$ cat config.mk
export PLATFORM = sky130hd
export DESIGN_NAME = rx
export DESIGN_NICKNAME = d
export VERILOG_FILES = /design/src/rtl/rx.sv
export SDC_FILE = /design/constraint.sdc
export NUM_CORES = 1
export LEC_CHECK = 0
export BUFFER_PORTS_ARGS = -buffer_cell sky130_fd_sc_hd__buf_2
export CORE_ASPECT_RATIO = 0.7
export CORE_MARGIN = 8
export CORE_UTILIZATION = 50
export CTS_BUF_LIST = sky130_fd_sc_hd__clkbuf_4 sky130_fd_sc_hd__clkbuf_8 sky130_fd_sc_hd__clkbuf_16
export CTS_CLUSTER_DIAMETER = 80
export DETAILED_ROUTE_END_ITERATION = 10
export PLACE_DENSITY_LB_ADDON = 0.12
export SLEW_MARGIN = 10
export SYNTH_ARGS = -nofsm -noshare
export SYNTH_HDL_FRONTEND = slang
export SYNTH_SLANG_ARGS = --single-unit
$ cat constraint.sdc
create_clock -name clk -period 1.7 [get_ports clk]
set_input_delay 0.34 -clock clk [delete_from_list [all_inputs] [get_ports clk]]
set_output_delay 0.34 -clock clk [all_outputs]
set_load 0.1 [all_outputs]
$ cat src/rtl/rx.sv
// UART receiver: 8 data bits, one parity bit, one stop bit, mid-bit sampling.
// Frame errors (bad parity or stop bit low) are flagged alongside the data strobe.
`timescale 1ns/1ps
module rx #(
  parameter int unsigned CLK_FREQUENCY = 100_000_000,
  parameter int unsigned BAUD_RATE     = 19_200,
  parameter int unsigned PARITY        = 1
) (
  input  logic       clk,
  input  logic       rst,
  input  logic       din,
  output logic [7:0] dout,
  output logic       busy,
  output logic       data_strobe,
  output logic       rx_error
);

  localparam int unsigned BAUD_CLOCKS = CLK_FREQUENCY / BAUD_RATE;
  localparam int unsigned HALF_CLOCKS = BAUD_CLOCKS / 2;
  localparam int unsigned TW          = $clog2(BAUD_CLOCKS);
  localparam logic [TW-1:0] BAUD_LAST = TW'(BAUD_CLOCKS - 1);
  localparam logic [TW-1:0] HALF_LAST = TW'(HALF_CLOCKS - 1);

  typedef enum logic [2:0] {IDLE, START, DATA, PAR, STOP} state_t;

  state_t        r_state;
  state_t        w_next;
  logic          r_sync1;
  logic          r_sync2;
  logic          r_din_prev;
  logic [TW-1:0] r_timer;
  logic [2:0]    r_bit_idx;
  logic [7:0]    r_shift;
  logic          r_par;
  logic [7:0]    r_dout;
  logic          r_strobe;
  logic          r_error;

  logic w_din_s;
  logic w_fall;
  logic w_half_hit;
  logic w_baud_hit;
  logic w_sample_data;
  logic w_sample_par;
  logic w_sample_stop;
  logic w_frame_err;

  assign w_din_s     = r_sync2;
  assign w_fall      = r_din_prev & ~w_din_s;
  assign w_half_hit  = (r_timer == HALF_LAST);
  assign w_baud_hit  = (r_timer == BAUD_LAST);
  // Odd mode wants the XOR over data+parity to be 1, even mode wants 0.
  assign w_frame_err = ((^{r_shift, r_par}) != 1'(PARITY)) || !w_din_s;

  assign dout        = r_dout;
  assign data_strobe = r_strobe;
  assign rx_error    = r_error;

  always_ff @(posedge clk) begin
    if (rst) r_state <= IDLE;
    else     r_state <= w_next;
  end

  always_comb begin
    w_next = r_state;
    case (r_state)
      IDLE:  if (w_fall) w_next = START;
      START: if (w_half_hit) w_next = w_din_s ? IDLE : DATA;
      DATA:  if (w_baud_hit && (r_bit_idx == 3'd7)) w_next = PAR;
      PAR:   if (w_baud_hit) w_next = STOP;
      STOP:  if (w_baud_hit) w_next = IDLE;
      default: w_next = IDLE;
    endcase
  end

  always_comb begin
    busy          = (r_state != IDLE);
    w_sample_data = (r_state == DATA) && w_baud_hit;
    w_sample_par  = (r_state == PAR)  && w_baud_hit;
    w_sample_stop = (r_state == STOP) && w_baud_hit;
  end

  always_ff @(posedge clk) begin
    if (rst) begin
      r_sync1    <= 1'b1;
      r_sync2    <= 1'b1;
      r_din_prev <= 1'b1;
      r_timer    <= '0;
      r_bit_idx  <= '0;
      r_shift    <= '0;
      r_par      <= 1'b0;
      r_dout     <= '0;
      r_strobe   <= 1'b0;
      r_error    <= 1'b0;
    end else begin
      r_sync1    <= din;
      r_sync2    <= r_sync1;
      r_din_prev <= r_sync2;
      r_strobe   <= w_sample_stop;

      case (r_state)
        IDLE:    r_timer <= '0;
        START:   r_timer <= w_half_hit ? '0 : r_timer + 1'b1;
        default: r_timer <= w_baud_hit ? '0 : r_timer + 1'b1;
      endcase

      if ((r_state == START) && w_half_hit) r_bit_idx <= '0;
      else if (w_sample_data)               r_bit_idx <= r_bit_idx + 1'b1;

      if (w_sample_data) r_shift <= {w_din_s, r_shift[7:1]};
      if (w_sample_par)  r_par   <= w_din_s;

      if (w_sample_stop) begin
        r_dout  <= r_shift;
        r_error <= w_frame_err;
      end
    end
  end

endmodule
==> summary.md <==
| Metric | Value |
|---|---|
| Status | `complete, no violations` |
| Nets | `221` |
| Final core area utilization | `0.623` |
| Fill count | `301` |
| Largest net degree at the start of global routing | `30` |
| Layout cells sized above 1 | `0.245` |
| Die Y | `67.0 um` |
| Seq/Total Area, Yosys | `0.441` |
| Tot Pwr | `0.00184 W` |
| Worst path required time | `1880 ps` |
| Hold Crit Class | `in2reg` |
| Port bufs | `13` |
| Slack of the critical path | `49.3 ps` |
| FF-to-FF Start | `r_state[0]$_SDFFE_PP0P_` |
| Syn-to-layout area delta | `18.4%` |
| CP Class | `reg2reg` |
| DRC | `0` |
| Buf/Inv on CP | `0` |
| Syn nets | `197` |
| Place WS | `22.4 ps` |
| Initial antenna violation count | `0` |
| Synthesis warning total | `0` |
| GPL Wtd Cong | `0.859` |
| Synth Cell Area | `0.00186 mm2` |
| Number of instances in the placed design | `257` |
| Drt pass-1 iters | `4` |
| Peak VDD IR | `0.579 mV` |
| Fin cells | `266` |
| Worst setup EP type | `flop` |
| Critical Path Fanout Max | `6` |
| H-tree levels | `2` |
| Worst skew pair latency | `290 ps` |
| Slew Viols, Final | `0` |
| Number of diodes | `0` |
| CP max stage delay | `500 ps` |
| Least-Margin Pin Slew | `507 ps` |
| Initial core utilization | `0.526` |
| Pwr Density | `834 mW/mm2` |
| Worst clock skew | `4.98 ps` |
| Reg2Reg Depth | `4` |
| Slowest cell on crit path | `or3b_2` |
| Grt ovf | `0` |
| Cell count after synthesis | `191` |
| MaxCap Viol Count | `0` |
| Worst R2R End | `r_state[0]$_SDFFE_PP0P_` |
| P_leak | `0.914 nW` |
| Startpoint of the worst hold path | `din` |
| Async set-or-reset flop fraction in the synthesized netlist | `0` |
| I/O Pins | `14` |
| Final hold violations | `0` |
| Core region area | `0.00354 mm2` |
| Synth cell types | `44` |
| Final WL | `3.74 mm` |
| Startpoint types | `flop` |
| Initial drt markers | `105` |
| Crit-path cells | `or3b_2, a32oi_2, a21o_1, mux2_1` |
| Crit path max-delay family | `simple AND/OR/NAND/NOR gates` |
| Hold-fix buffers at CTS | `0` |
| Hold Path Cell Cnt | `2` |
| Vias | `1,423` |
| Clock slew at reported path FFs | `70 ps` |
| Final setup vio count | `0` |
| Vias per cell | `5.35` |
| Synth Register Bits | `41` |
| Die area | `0.00596 mm2` |
| Maximum clock path buffer count | `2` |
| All-Layer GR Usage | `0.136` |
| Clock sinks | `41` |
| Die X | `88.9 um` |
| Antenna Nets Post-Route | `0` |
| Root buf cell | `clkbuf_8` |
| Worst hold slack | `231 ps` |
| Period utilisation layout | `0.971` |
| R2R Setup Slk | `50 ps` |
| Clock buffer count from CTS | `5` |
| CTS tree | `yes` |
| Fin crit period | `1650 ps` |
| Routed len/inst | `14.1 um` |
| Max-Slew Margin vs Limit | `0.662` |
| Via count of the first global-routing pass | `1,402` |
| First-pass GRT wire length | `6.29 mm` |
| Synth Area per Inst | `9.73 um2` |
| Worst Path Arrival | `1830 ps` |
| Dominant synthesized flop cell | `dfxtp_1` |
| Max Clk Rate | `0.606 GHz` |
| EDFF count, synth | `0` |
| FP Rows | `18` |
| Hold Path Sink | `r_sync1$_SDFF_PP1_` |
| DPL Wire Length | `2.70 mm` |
final cells by class:
cell class              instances  area (um2)  share of cell area
clock buffers                   7        90.1              0.0409
clock inverters                 1        30.0              0.0136
inverters                       3        11.3             0.00511
multi-input cells             136         991               0.450
flip-flops and latches         41         821               0.373
well taps                      50        62.6              0.0284
repair buffers                 28         196              0.0892
placed cells by master, fill, tap and decap left out, drive strengths merged, types with 2 or more instances in the layout:
| cell type | count |
|---|---|
| a21oi | 2 |
| a31o | 2 |
| a31oi | 2 |
| and3 | 2 |
| and4 | 2 |
| and4bb | 3 |
| buf | 28 |
| clkbuf | 7 |
| dfxtp | 41 |
| ha | 3 |
| inv | 3 |
| mux2i | 19 |
| nand2 | 3 |
| nand3 | 6 |
| nand4 | 7 |
| nor2 | 38 |
| nor2b | 2 |
| nor3 | 3 |
| nor3b | 2 |
| nor4b | 2 |
| o21bai | 2 |
| or2 | 3 |
| or3b | 2 |
| xnor2 | 11 |
| xor2 | 5 |
flip-flops by register name (all words and copies together), names as in the netlist:
signal	flops
r_din_prev	1
data_strobe	1
rx_error	1
r_state	3
r_sync2	1
dout	8
r_timer	13
r_par	1
r_bit_idx	3
r_sync1	1
r_shift	8
logic make-up (layout without fill, tap and decap cells):
group | Yosys count | count (layout) | share of synthesized area
flip-flops | 41 | 41 | 0.441
buffers and inverters | 14 | 39 | 0.0350
adder cells (fa/ha/maj) | 3 | 3 | 0.0202
AO/OA/AOI/OAI | 16 | 16 | 0.0653
XOR/XNOR | 17 | 17 | 0.0875
AND/OR/NAND/NOR | 80 | 80 | 0.242
multiplexers | 20 | 20 | 0.108
layer usage:
| metal | track usage | share of wire |
|---|---|---|
| met1 | 0.180 | 0.50 |
| met2 | 0.196 | 0.42 |
| met3 | 0.0467 | 0.070 |
| met4 | 0.0566 | 0.014 |
| met5 | 0 | 0 |
how the worst max path moves through the flow:
stage                                  from                      end  depth (start not counted)
floorplan             r_timer[0]$_SDFF_PP0_  r_state[0]$_SDFFE_PP0P_                          6
finish              r_state[0]$_SDFFE_PP0P_  r_state[0]$_SDFFE_PP0P_                          4
global placement      r_timer[0]$_SDFF_PP0_     dout[7]$_SDFFE_PP0P_                          6
global route        r_state[1]$_SDFFE_PP0P_  r_state[0]$_SDFFE_PP0P_                          4
CTS                   r_timer[0]$_SDFF_PP0_  r_state[0]$_SDFFE_PP0P_                          5
detailed placement    r_timer[0]$_SDFF_PP0_     dout[5]$_SDFFE_PP0P_                          6
worst register-to-register path: cells and delay by family (launching register included):
kind            cells  cell delay (ps)
simple gates        1              500
flops               1              360
mux                 1              330
compound gates      2              350
Yosys cell counts (3+ instances only):
library cell / count / area (um2)
clkbuf_1: 6 / 22.5
mux2i_1: 19 / 190
nand2_1: 3 / 11.3
nor2_1: 37 / 139
xnor2_1: 11 / 96.3
nor3_1: 3 / 15.0
dfxtp_1: 41 / 821
ha_1: 3 / 37.5
buf_2: 3 / 15.0
nand4_1: 7 / 43.8
or2_2: 3 / 18.8
xor2_1: 5 / 43.8
nand3_1: 6 / 30.0
and4bb_2: 3 / 37.5
inv_1: 3 / 11.3
power by group:
group	leakage, nW	total (W)	internal, W	switching [W]
registers	0.331	0.000970	0.000965	0.00000478
logic	0.521	0.0000557	0.0000185	0.0000372
clock network	0.0619	0.000810	0.000494	0.000316
total	0.914	0.00184	0.00148	0.000358
through the flow:
| stage | cell area [um2] | TNS [ps] |
|---|---|---|
| 4_1_cts | 2170 | 0 |
| 3_5_place_dp | 2050 | 0 |
| 2_1_floorplan | 1860 | 0 |
| 6_report | 2200 | 0 |
| 3_3_place_gp | 2050 | 0 |
| 5_1_grt | 2200 | -3.48 |
repair_timing:
item                       in CTS  in global routing
setup endpoints to repair       1                 16
pin swaps                       0                  3
gates resized for setup         1                  7
setup buffers                   0                  1
Power figures use the tool's default switching activity.
